===== src/rtl/spi_pkg.sv =====
// Shared types and constants for the sysClk-domain SPI target.
// Optional feature macro: SPI_TARGET_RX_OVERRUN_EN (see spi_target_sync).
package spi_pkg;

  typedef enum logic {
    IDLE,
    SHIFT
  } spi_state_t;

  localparam int SPI_DATA_WIDTH  = 8;
  localparam int SPI_SYNC_STAGES = 2;

endpackage


===== src/rtl/spi_sync_edge.sv =====
// Multi-flop synchronizer with rise/fall detect on the synced level.
// The reset level is a parameter so an idle pin never fakes an edge.
module spi_sync_edge #(
  parameter int   STAGES = 2,
  parameter logic INIT   = 1'b0
) (
  input  logic clk,
  input  logic rst_n,
  input  logic din,
  output logic sync,
  output logic rise,
  output logic fall
);

  logic [STAGES-1:0] chain;
  logic              prev;

  // Shift the async pin through the chain and keep a delayed copy.
  always_ff @(posedge clk or negedge rst_n) begin
    if (!rst_n) begin
      chain <= {STAGES{INIT}};
      prev  <= INIT;
    end else begin
      chain <= {chain[STAGES-2:0], din};
      prev  <= chain[STAGES-1];
    end
  end

  assign sync = chain[STAGES-1];
  assign rise = sync & ~prev;
  assign fall = ~sync & prev;

endmodule


===== src/rtl/spi_target_sync.sv =====
// SPI mode-0 target oversampled entirely in the sysClk domain.
// Macro SPI_TARGET_RX_OVERRUN_EN enables sticky rx overrun detection.
module spi_target_sync
  import spi_pkg::*;
#(
  parameter int DATA_WIDTH  = SPI_DATA_WIDTH,
  parameter int SYNC_STAGES = SPI_SYNC_STAGES
) (
  input  logic                  sysClk,
  input  logic                  reset,
  input  logic                  sclk,
  input  logic                  cs_n,
  input  logic                  mosi,
  output logic                  miso,
  output logic                  miso_oe,
  input  logic [DATA_WIDTH-1:0] tx_byte,
  input  logic                  tx_load,
  output logic                  tx_pending,
  output logic [DATA_WIDTH-1:0] rx_byte,
  output logic                  rx_valid,
  input  logic                  rx_ack,
  output logic                  rx_overrun,
  output logic                  busy
);

  localparam int CW = $clog2(DATA_WIDTH + 1);
  localparam logic [CW-1:0] LAST = CW'(DATA_WIDTH - 1);
  localparam logic [CW-1:0] FULL = CW'(DATA_WIDTH);

  spi_state_t state;
  spi_state_t state_nxt;

  logic sclk_s;
  logic sclk_rise;
  logic sclk_fall;
  logic cs_s;
  logic cs_rise;
  logic cs_fall;

  logic [SYNC_STAGES-1:0] mosi_chain;
  logic                   mosi_s;

  logic [DATA_WIDTH-1:0] shadow;
  logic [DATA_WIDTH-1:0] shift_tx;
  logic [DATA_WIDTH-1:0] shift_rx;
  logic [CW-1:0]         bit_cnt;
  logic                  done;
  logic                  consume;
  logic                  commit;

  spi_sync_edge #(
    .STAGES (SYNC_STAGES),
    .INIT   (1'b0)
  ) u_sclk (
    .clk   (sysClk),
    .rst_n (reset),
    .din   (sclk),
    .sync  (sclk_s),
    .rise  (sclk_rise),
    .fall  (sclk_fall)
  );

  spi_sync_edge #(
    .STAGES (SYNC_STAGES),
    .INIT   (1'b1)
  ) u_cs (
    .clk   (sysClk),
    .rst_n (reset),
    .din   (cs_n),
    .sync  (cs_s),
    .rise  (cs_rise),
    .fall  (cs_fall)
  );

  // MOSI matches SCLK depth so data lines up with the detected rise.
  always_ff @(posedge sysClk or negedge reset) begin
    if (!reset) begin
      mosi_chain <= '0;
    end else begin
      mosi_chain <= {mosi_chain[SYNC_STAGES-2:0], mosi};
    end
  end

  assign mosi_s = mosi_chain[SYNC_STAGES-1];

  // State register.
  always_ff @(posedge sysClk or negedge reset) begin
    if (!reset) begin
      state <= IDLE;
    end else begin
      state <= state_nxt;
    end
  end

  // Next state: select starts a frame, deselect aborts from anywhere.
  always_comb begin
    state_nxt = state;
    unique case (state)
      IDLE:    if (cs_fall) state_nxt = SHIFT;
      SHIFT:   if (cs_rise) state_nxt = IDLE;
      default: state_nxt = IDLE;
    endcase
  end

  // FSM outputs: drive the pad and report busy only while selected.
  always_comb begin
    miso_oe = 1'b0;
    busy    = 1'b0;
    if (state == SHIFT) begin
      miso_oe = 1'b1;
      busy    = 1'b1;
    end
  end

  // Shadow is taken at select and at each frame boundary.
  assign consume = ((state == IDLE) && cs_fall) ||
                   ((state == SHIFT) && !cs_rise &&
                    sclk_fall && (bit_cnt == FULL));

  // A finished byte is dropped if deselect lands on the commit cycle.
  assign commit = done && !cs_rise;

  // Host-side tx shadow; a same-cycle load wins over consumption.
  always_ff @(posedge sysClk or negedge reset) begin
    if (!reset) begin
      shadow     <= '0;
      tx_pending <= 1'b0;
    end else if (tx_load) begin
      shadow     <= tx_byte;
      tx_pending <= 1'b1;
    end else if (consume) begin
      tx_pending <= 1'b0;
    end
  end

  // Shift engine: sample on sclk rise, launch next bit on sclk fall.
  always_ff @(posedge sysClk or negedge reset) begin
    if (!reset) begin
      shift_tx <= '0;
      shift_rx <= '0;
      miso     <= 1'b0;
      bit_cnt  <= '0;
      done     <= 1'b0;
    end else begin
      done <= 1'b0;
      if (state == IDLE) begin
        if (cs_fall) begin
          shift_tx <= shadow;
          miso     <= shadow[DATA_WIDTH-1];
          bit_cnt  <= '0;
        end
      end else if (cs_rise) begin
        miso    <= 1'b0;
        bit_cnt <= '0;
      end else begin
        if (sclk_rise) begin
          shift_rx <= {shift_rx[DATA_WIDTH-2:0], mosi_s};
          bit_cnt  <= bit_cnt + 1'b1;
          done     <= (bit_cnt == LAST);
        end
        if (sclk_fall) begin
          if (bit_cnt == FULL) begin
            shift_tx <= shadow;
            miso     <= shadow[DATA_WIDTH-1];
            bit_cnt  <= '0;
          end else begin
            shift_tx <= {shift_tx[DATA_WIDTH-2:0], 1'b0};
            miso     <= shift_tx[DATA_WIDTH-2];
          end
        end
      end
    end
  end

  // Receive holding register with valid/ack handshake.
  always_ff @(posedge sysClk or negedge reset) begin
    if (!reset) begin
      rx_byte  <= '0;
      rx_valid <= 1'b0;
    end else if (commit) begin
      rx_byte  <= shift_rx;
      rx_valid <= 1'b1;
    end else if (rx_ack) begin
      rx_valid <= 1'b0;
    end
  end

`ifdef SPI_TARGET_RX_OVERRUN_EN
  // Sticky overrun: set on unacked overwrite, cleared by a spare ack.
  always_ff @(posedge sysClk or negedge reset) begin
    if (!reset) begin
      rx_overrun <= 1'b0;
    end else if (commit && rx_valid && !rx_ack) begin
      rx_overrun <= 1'b1;
    end else if (rx_ack && !rx_valid) begin
      rx_overrun <= 1'b0;
    end
  end
`else
  assign rx_overrun = 1'b0;
`endif

endmodule


===== config.mk =====
export PLATFORM = sky130hd
export DESIGN_NAME = spi_target_sync
export DESIGN_NICKNAME = d
export VERILOG_FILES = /design/src/rtl/spi_pkg.sv /design/src/rtl/spi_sync_edge.sv /design/src/rtl/spi_target_sync.sv
export SDC_FILE = /design/constraint.sdc
export NUM_CORES = 1
export LEC_CHECK = 0
export CAP_MARGIN = 0
export CELL_PAD_IN_SITES_DETAIL_PLACEMENT = 0
export CELL_PAD_IN_SITES_GLOBAL_PLACEMENT = 1
export CORE_AREA = 4 4 66 92
export CTS_CLUSTER_SIZE = 16
export DETAILED_ROUTE_END_ITERATION = 16
export DIE_AREA = 0 0 70 96
export GPL_ROUTABILITY_DRIVEN = 0
export PLACE_DENSITY_LB_ADDON = 0.1
export SLEW_MARGIN = 40
export SYNTH_ARGS = -nofsm -noshare
export SYNTH_HDL_FRONTEND = slang
export SYNTH_SLANG_ARGS = --single-unit

===== constraint.sdc =====
create_clock -name sysClk -period 1.4 [get_ports sysClk]
set_clock_uncertainty 0.1 [all_clocks]
set_input_delay 0.28 -clock sysClk [delete_from_list [all_inputs] [get_ports sysClk]]
set_output_delay 0.28 -clock sysClk [all_outputs]
set_load 0.05 [all_outputs]

==> results <==
==> synthesized netlist by cell type (2+ instances only) <==
master	count
o21ai_0	6
buf_6	2
nor2_1	2
mux2i_1	6
nand2_1	12
dfrtp_1	45
o21ai_1	2
a31oi_1	2
dfstp_2	3
inv_1	8
mux2_2	26
nand2_2	2
buf_4	2
ha_1	2
o31ai_1	2
==> final cells by class <==
cell class | instances | area (µm²)
fill | 472 | 2360
sequential | 48 | 1210
multi-input combinational | 84 | 778
timing repair buffer | 50 | 627
tap | 66 | 82.6
clock buffer | 5 | 68.8
clock inverter | 3 | 47.5
inverter | 8 | 30.0
==> final timing paths <==
check                                   start       endpoint  slack [ps]  cells past startpoint
worst max-delay path            u_cs.chain[1]           miso        -160                      4
worst max register to register  u_cs.chain[1]           miso        -160                      4
min in group asynchronous               reset     bit_cnt[0]         320                      2
worst min-delay path            u_cs.chain[0]  u_cs.chain[1]         260                      0
worst min register to register  u_cs.chain[0]  u_cs.chain[1]         260                      0
max in group asynchronous               reset  u_cs.chain[0]         340                      3
==> logic make-up after synthesis <==
| group | after synthesis | share of synthesized area |
|---|---|---|
| flip-flops | 48 | 0.611 |
| multiplexers | 32 | 0.179 |
| AND/OR/NAND/NOR | 26 | 0.0774 |
| AO/OA/AOI/OAI | 21 | 0.0748 |
| buffers and inverters | 14 | 0.0387 |
| adder cells (fa/ha/maj) | 3 | 0.0178 |
| other | 1 | 0.00190 |
==> layer usage <==
metal,vias up,wire length (µm),global-route usage
met5,-,0,0
li1,607,-,-
met2,24,2050,0.216
met1,642,1420,0.129
met3,4,131,0.0345
met4,0,47,0.0431
==> power by group <==
group | internal, µW | switching, µW | total, µW
Clock | 538 | 454 | 992
Sequential | 1590 | 134 | 1720
Combinational | 381 | 288 | 669
Total | 2510 | 876 | 3390
==> metrics by stage <==
step	total power, µW	utilization	instance area, µm²	worst slack, ps	TNS [ps]
2_1_floorplan	2070	-	1980	-165	-1870
3_3_place_gp	2330	0.493	2560	-142	-2550
3_5_place_dp	2350	0.493	2560	-167	-3520
4_1_cts	3390	0.526	2730	-130	-2190
5_1_grt	3590	0.546	2840	-210	-3560
6_report	3390	0.546	2840	-159	-1920
==> flip-flops by register name, summed over array words and instances, names as in the netlist, 2 cells and up <==
register	cells
u_cs.chain	2
rx_byte	8
shift_tx	7
shadow	8
bit_cnt	4
u_sclk.chain	2
mosi_chain	2
shift_rx	8
==> what timing repair did <==
action,4_1_cts,5_1_grt
gates cloned,0,1
endpoints found under the setup margin,32,32
hold buffers,1,0
endpoints found under the hold margin,9,0
pin swaps,2,5
buffers inserted,2,3
resized for setup,7,13
==> results.ini <==
[cells_and_area]
synthToLayoutAreaGrowth_pct = 43.9
nets = 214
mostFrequentLayoutCell = dfrtp_1
n_antenna_cell = 0
fin_cells = 264
mostFrequentLayoutCells = dfrtp_1 (44), mux2_2 (26), buf_12 (16)
drive_above_1_share = 0.455

[floorplan]
dieArea_um2 = 6720
coreArea_um2 = 5200
io_pins = 29
dieHeight_um = 96
start_util = 0.380
die_w_um = 70
rows = 31

[drt]
avgRoutedWirePerCell_um = 13.8
vias_per_cell = 4.84
routed_wl_um = 3650
ant_nets = 0
num_vias = 1277
drc = 0
first_pass_iters = 4
drtIter0Drc = 23

[global_route]
antenna_found_initial = 0
grtUsageTotal = 0.118
grt_pass1_vias = 1370
grt_pass1_wl_um = 6230
globalRouteOverflowTotal = 0
grt_max_degree = 27

[worst_setup_path]
path_max_fanout = 8
path_cells = nand2b_4 > and2_4 > a32o_1 > mux2_2
start_kind = register
end_kind = register
crit_arrival_ps = 1640
max_stage_delay_ps = 560
critPathBufInv = 0
crit_type = reg -> reg
path_delay_family = flip-flops
worstPathRequired_ps = 1480
slowest_stage = dfstp_2

[worst_hold_path]
hold_class = reg -> reg

[cts]
numClockSinks = 48
cts_made_buffers = 5
root_buffer = clkbuf_8
tritoncts = yes
clk_latency_ps = 290
cts.path.max_buffers = 2
path_clk_slew_ps = 80
htreeDepth = 2

[outcome]
violations = setup timing
status = complete, but fails checks

[sta]
post-route-period-util = 1.11
hold_ws_ps = 259
drv_slew = 0
fin_crit_ps = 1560
setup_viol = 24
fin_ws_ps = -159
max_freq_ghz = 0.641
finalHoldViolCount = 0
rsz0062_at_grt = true

[pwr]
irDropWorstVdd_uv = 755
p_leak_uw = 0.00130
p_per_area_nw_per_um2 = 1190

[synthesis]
yosysUniqueCellTypes = 38
synth_seq_cells = 48
synthArstFlopShare = 1.00
synth_area_um2 = 1970
synth_top_area_share = 0.571
yosysSeqAreaShare = 0.611
synthTopCellsByArea = dfrtp_1 (57%), mux2_2 (15%), dfstp_2 (4.0%)
yosysWarnings = 0
yosysTopAreaCell = dfrtp_1
ys.flop_type = dfrtp_1
syn_nets = 162
postSynthCellCount = 145
avgSynthCellArea_um2 = 13.6
synth_edf_count = 0

[placed_design]
dp_hpwl_um = 2680
place_inst = 249
placement.io_buffers = 27

[run]
max-cap-violations = 0

Note: power is estimated with default switching activity, not from simulation.
